==> config.mk <==
export PLATFORM = sky130hd
export DESIGN_NAME = multiplicador_algoritmico_flat
export DESIGN_NICKNAME = d
export VERILOG_FILES = /design/src/rtl/multiplicador_algoritmico_if.sv /design/src/rtl/multiplicador_algoritmico.sv /design/src/flat_wrapper.sv
export SDC_FILE = /design/constraint.sdc
export NUM_CORES = 1
export LEC_CHECK = 0
export ABC_AREA = 1
export BUFFER_PORTS_ARGS = -buffer_cell sky130_fd_sc_hd__buf_2
export CAP_MARGIN = 40
export CORE_ASPECT_RATIO = 1.2
export CORE_MARGIN = 2
export CORE_UTILIZATION = 28
export CTS_CLUSTER_SIZE = 10
export DETAILED_ROUTE_END_ITERATION = 10
export PLACE_DENSITY = 0.42
export SYNTH_ARGS = -nofsm -noshare
export SYNTH_HDL_FRONTEND = slang
export SYNTH_SLANG_ARGS = --single-unit
==> constraint.sdc <==
create_clock -name CLK -period 3.8 [get_ports CLK]
set_input_delay 0.57 -clock CLK [delete_from_list [all_inputs] [get_ports CLK]]
set_output_delay 0.57 -clock CLK [all_outputs]
set_load 0.05 [all_outputs]
==> src/rtl/multiplicador_algoritmico_if.sv <==
// Start/Done handshake and operand/result bus of the Booth multiplier.
//   Start    : request to begin a multiplication (master -> slave)
//   A, B     : signed multiplicand and multiplier (master -> slave)
//   Producto : signed product, registered (slave -> master)
//   Done     : high while Producto holds a valid result (slave -> master)
interface multiplicador_algoritmico_if #(
    parameter int tamanyo = 32
);
    logic                     Start;
    logic [tamanyo-1:0]       A;
    logic [tamanyo-1:0]       B;
    logic [2*tamanyo-1:0]     Producto;
    logic                     Done;

    modport master (
        output Start, A, B,
        input  Producto, Done
    );

    modport slave (
        input  Start, A, B,
        output Producto, Done
    );
endinterface

==> src/rtl/multiplicador_algoritmico.sv <==
// Sequential signed multiplier, radix-2 Booth, one Booth step every two
// clock cycles (evaluate, then shift). Shares the Start/Done handshake of
// the iterative divider.
//   CLK  : system clock, rising edge
//   RSTa : asynchronous active-low reset
//   bus  : slave side of multiplicador_algoritmico_if (Start, A, B in;
//          Producto, Done out)
// Latency: Start accepted at edge k -> Done/Producto valid after edge
// k + 2*tamanyo + 1. Done is a level held until the next accepted Start.
module multiplicador_algoritmico #(
    parameter int tamanyo = 32,
    parameter int t_mod   = 5
) (
    input  logic                         CLK,
    input  logic                         RSTa,
    multiplicador_algoritmico_if.slave   bus
);

    typedef enum logic [1:0] {M0, M1, M2, M3} estado_t;

    estado_t                estado;
    // One guard bit on accu and m keeps -2^(tamanyo-1) operands from
    // overflowing when m is subtracted.
    logic [tamanyo:0]       accu;
    logic [tamanyo:0]       m;
    logic [tamanyo-1:0]     q;
    logic                   q_1;
    logic [t_mod-1:0]       cont;
    logic [2*tamanyo-1:0]   producto;
    logic                   done;

    always_ff @(posedge CLK or negedge RSTa) begin
        if (!RSTa) begin
            estado   <= M0;
            accu     <= '0;
            m        <= '0;
            q        <= '0;
            q_1      <= 1'b0;
            cont     <= '0;
            producto <= '0;
            done     <= 1'b0;
        end else begin
            case (estado)
                M0: begin
                    // Operands are captured only here, so later changes on
                    // A/B cannot disturb an operation in flight.
                    if (bus.Start) begin
                        accu   <= '0;
                        m      <= {bus.A[tamanyo-1], bus.A};
                        q      <= bus.B;
                        q_1    <= 1'b0;
                        cont   <= t_mod'(tamanyo - 1);
                        done   <= 1'b0;
                        estado <= M1;
                    end
                end
                M1: begin
                    case ({q[0], q_1})
                        2'b01:   accu <= accu + m;
                        2'b10:   accu <= accu - m;
                        default: accu <= accu;
                    endcase
                    estado <= M2;
                end
                M2: begin
                    // Arithmetic shift of the whole {accu,q,q_1} chain.
                    {accu, q, q_1} <= {accu[tamanyo], accu, q};
                    if (cont == '0) begin
                        estado <= M3;
                    end else begin
                        cont   <= cont - t_mod'(1);
                        estado <= M1;
                    end
                end
                M3: begin
                    producto <= {accu[tamanyo-1:0], q};
                    done     <= 1'b1;
                    estado   <= M0;
                end
                default: estado <= M0;
            endcase
        end
    end

    assign bus.Producto = producto;
    assign bus.Done     = done;

endmodule

==> src/flat_wrapper.sv <==
// flat-port wrapper written by rule: the top's interface ports become plain ports
module multiplicador_algoritmico_flat 
#(
    parameter int tamanyo = 32,
    parameter int t_mod   = 5
)
  (CLK, RSTa, bus_Start, bus_A, bus_B, bus_Producto, bus_Done);
  multiplicador_algoritmico_if #(.tamanyo(tamanyo)) bus_i ();
  input  logic CLK;
  input  logic RSTa;
  input wire logic [$bits(bus_i.Start)-1:0] bus_Start;
  input wire logic [$bits(bus_i.A)-1:0] bus_A;
  input wire logic [$bits(bus_i.B)-1:0] bus_B;
  output wire logic [$bits(bus_i.Producto)-1:0] bus_Producto;
  output wire logic [$bits(bus_i.Done)-1:0] bus_Done;
  assign bus_i.Start = bus_Start;
  assign bus_i.A = bus_A;
  assign bus_i.B = bus_B;
  assign bus_Producto = bus_i.Producto;
  assign bus_Done = bus_i.Done;
  multiplicador_algoritmico #(.tamanyo(tamanyo), .t_mod(t_mod)) u_core (.CLK(CLK), .RSTa(RSTa), .bus(bus_i));
endmodule
==> summary.txt <==
Worst hold path
  – Hold Crit Class: input pin to async pin

Pwr
  – Combinational share of power: 0.603
  – Switching Fraction: 0.5378
  – Power Density: 1018 nW/um^2
  – Max VDD drop: roughly 0.43 mV
  – Switching pwr: between 6 and 7 mW
  – LEAKAGE: around 6.7 nW
  – Reg power frac: 0.245
  – Clk pwr share: 0.152
  – Pint: 5.754 mW

STA
  – Max-slew headroom: 0.4908
  – Final setup skew: between 0.01 and 0.015 ns
  – Fmax: about 0.3 GHz
  – Period utilization: 0.8927
  – Post-route minimum period: roughly 3.4 ns
  – Worst Tran Pin Value: approximately 0.76 ns
  – Final hold slack: 0.1006 ns
  – Hold Fails Final Rpt: 0
  – Final Max Tran Viols: 0
  – RSZ-0062 raised after global routing: false
  – Setup violations, final: 0
  – Setup TNS: 0 ns

Drt
  – Drt pass-1 iters: 5
  – Final ANT Viol Nets: 0
  – Met1 Wirelength: about 15,000 um
  – 1st-iter DRT viols: 421
  – Number of remaining DRC errors: 0
  – Via/cell ratio: about 4.5
  – Routed length per instance: around 15 um
  – DR WL met2: between 10,000 and 15,000 um
  – Met3 wire len: between 1000 and 1500 um
  – Drt total wl: 31,880 um
  – Max layer used: met4
  – Via count: ~9,500

Setup path
  – Critical Path Most Common Cell: nand2_1
  – R2r worst-path depth: 22
  – CP peak stage delay: about 0.4 ns
  – CP Cell Sequence: inv_1 > ha_1 > nand2_2 > nor2_4 > nand3_2 > nor3_4 > nor2_2 > nor2_4 > xor2_1 > ha_1 > nand2_1 > nand2_1 > nand2_1 > nand2_1 > inv_1 > nand2_1 > a21oi_1 > nand3_1 > nand3_1 > nand2_1 > nand2_1 > nand2_1
  – Critical path class: flop to flop
  – CP Data Required Time: around 4.2 ns
  – Crit path buffers/inverters: 2
  – Path length in cells of the critical path: 22
  – FF-to-FF Start: u_core.m[0]
  – CP endpoint kind: flop
  – Startpoint type of the worst setup path: flop
  – Critical path arrival: about 3.7 ns
  – Delay-heaviest family, CP: simple AND/OR/NAND/NOR gates
  – Slowest cell on crit path: dfrtp_1
  – Critical path peak fanout: 5
  – CP startpoint: u_core.m[0]

Status
  – Status: complete, no violations

Clocking
  – Total CTS buffers: 17
  – H-tree depth: 4
  – Clock sinks: 170
  – Postcts setup bufs: 0
  – CTS tree: done
  – Clock Latency Late Sink: about 0.46 ns
  – CTS Hold Bufs: 0
  – CTS root buffer: clkbuf_16
  – Clock transition at path regs: roughly 0.070 ns
  – Cts repair resizes: 0
  – Clock Tree Buf Depth: 2

Cells and area
  – Fillers: between 4,000 and 5,000
  – Layout area overhead: 17.62%
  – Fin nets: 1,742
  – Diodes inserted: 0
  – Layout cells sized above 1: 0.1225

Synthesis
  – Synth Instances: about 1,500
  – Yosys warns: 0
  – Synth cell types: 36
  – Avg Cell Area, Syn: 6.840 um^2
  – Cell area after synthesis: 10,400 um^2
  – Async S/R FF share, synth: 1.000
  – Syn nets: 1,626
  – Post-synthesis register bit count: between 150 and 200
  – Sequential share of the synthesized area: 0.4091
  – Post-synth EDFFs: 0
  – Top FF cell, synth: dfrtp_1

Floorplanning
  – Width of the die: 179.9 um
  – Core area: about 37,000 um^2
  – Die height: 215.1 um
  – Die area: slightly below 40,000 um^2
  – # IOs: 132
  – Initial Util: 0.2833
  – Core Rows: 77

GRT
  – Initial antenna violation count: 0
  – Grt total ovfl: 0
  – First-pass GRT wire length: between 50,000 and 60,000 um
  – Vias in the first global route: between 9,000 and 10,000
  – Largest net degree at the start of global routing: 69
  – Global router's overall resource usage: 0.1715

Flow run
  – Maxcap violations: 0

Place
  – Input/output buffers: around 130
  – Gpl congestion: roughly 0.9
  – Detailed Place HPWL: around 24,000 um
## area by class of cell
cell class | instances | area [um^2] | share of cell area
well taps | 474 | 593.1 | 0.04850
clock buffers | 17 | 425.4 | 0.03479
flip-flops and latches | 170 | 4254 | 0.3479
clock inverters | 15 | 186.4 | 0.01524
repair buffers | 146 | 812.0 | 0.06640
inverters | 227 | 852.1 | 0.06967
multi-input cells | 1074 | 5106 | 0.4175
## path summary, 6_finish.rpt
path	endpoint	slack, ns
max	u_core.accu[31]	0.41
min	u_core.bus.Producto[25]	0.10
max reg2reg	u_core.accu[31]	0.41
min reg2reg	u_core.bus.Producto[7]	0.47
max in group asynchronous	u_core.m[26]	2.83
min in group CLK	u_core.m[12]	0.30
## synth_stat cells, types with 2 or more instances
library cell	number	area [um^2]
nand2_1	611	2293
inv_1	222	833.3
dfrtp_1	170	4254
o21ai_0	120	600.6
nor2_1	94	352.8
nand3_1	51	255.2
a21oi_1	38	190.2
ha_1	38	475.5
clkbuf_1	34	127.6
xor2_1	25	219.0
o211ai_1	18	135.1
a31oi_1	16	100.1
nor3_1	15	75.07
buf_2	14	70.07
xnor2_1	8	70.07
nor2_2	6	37.54
o22ai_1	6	37.54
inv_2	5	18.77
nand3b_1	4	30.03
nor2_4	3	33.78
o31ai_1	3	22.52
nand3_2	2	20.02
nand4_1	2	12.51
nor4_1	2	12.51
o21bai_1	2	15.01
## flip-flops by register name, summed over array words and instances (netlist names)
| name | cells |
|---|---|
| u_core.accu | 33 |
| u_core.bus.Done | 1 |
| u_core.bus.Producto | 64 |
| u_core.cont | 5 |
| u_core.estado | 2 |
| u_core.m | 32 |
| u_core.q | 32 |
| u_core.q_1 | 1 |
## power groups by stage
stage / logic [mW] / registers, mW / clock network [mW]
global placement: 7.56 / 3.09 / 0
CTS: 7.62 / 3.06 / 1.96
finish: 7.51 / 3.05 / 1.89
floorplan: 4.59 / 3.94 / 0
detailed placement: 7.59 / 3.09 / 0
global route: 8.53 / 3.16 / 2.02
## logic make-up (layout without fill, tap and decap cells)
family,after synthesis,in the layout,synth area share
AO/OA/AOI/OAI,209,209,0.1103
buffers and inverters,276,405,0.1013
adder cells (fa/ha/maj),39,39,0.04765
flip-flops,170,170,0.4091
XOR/XNOR,33,33,0.02780
AND/OR/NAND/NOR,793,793,0.3037
## placed cells by master (no fill, tap or decap), types with 2 or more instances in the layout
cell,count
nand3_1,51
nor2_2,7
nor4_1,2
xor2_1,25
clkbuf_16,17
nor2_1,93
nand3_2,2
xnor2_1,8
clkinv_4,2
o211ai_1,18
clkinvlp_4,3
ha_1,37
clkinv_2,2
nand2_1,611
nor2_4,3
inv_1,221
buf_2,130
a31oi_1,16
o22ai_1,6
o21ai_0,120
dfrtp_1,170
bufinv_16,3
buf_4,12
nand4_1,2
o21bai_1,2
inv_2,6
o31ai_1,3
buf_12,3
nor3_1,15
nand3b_1,4
a21oi_1,38
inv_6,4
## stage by stage
step	setup WS (ns)	utilization	total power, mW	area, um^2	instances
floorplan	1.131	-	8.526	10400	1520
global placement	0.4036	0.3159	10.65	11600	2090
detailed placement	0.3802	0.3165	10.69	11620	2091
CTS	0.3696	0.3332	12.64	12230	2123
global route	0.1157	0.3332	13.71	12230	2123
finish	0.4077	0.3332	12.45	12230	2123
## routing by layer
layer  vias up  track usage
li1       4936            -
met1      4326       0.2259
met2       185       0.2838
met3        35      0.02542
met4         0      0.06558
met5         -            0
(Power assumes the default switching activity.)
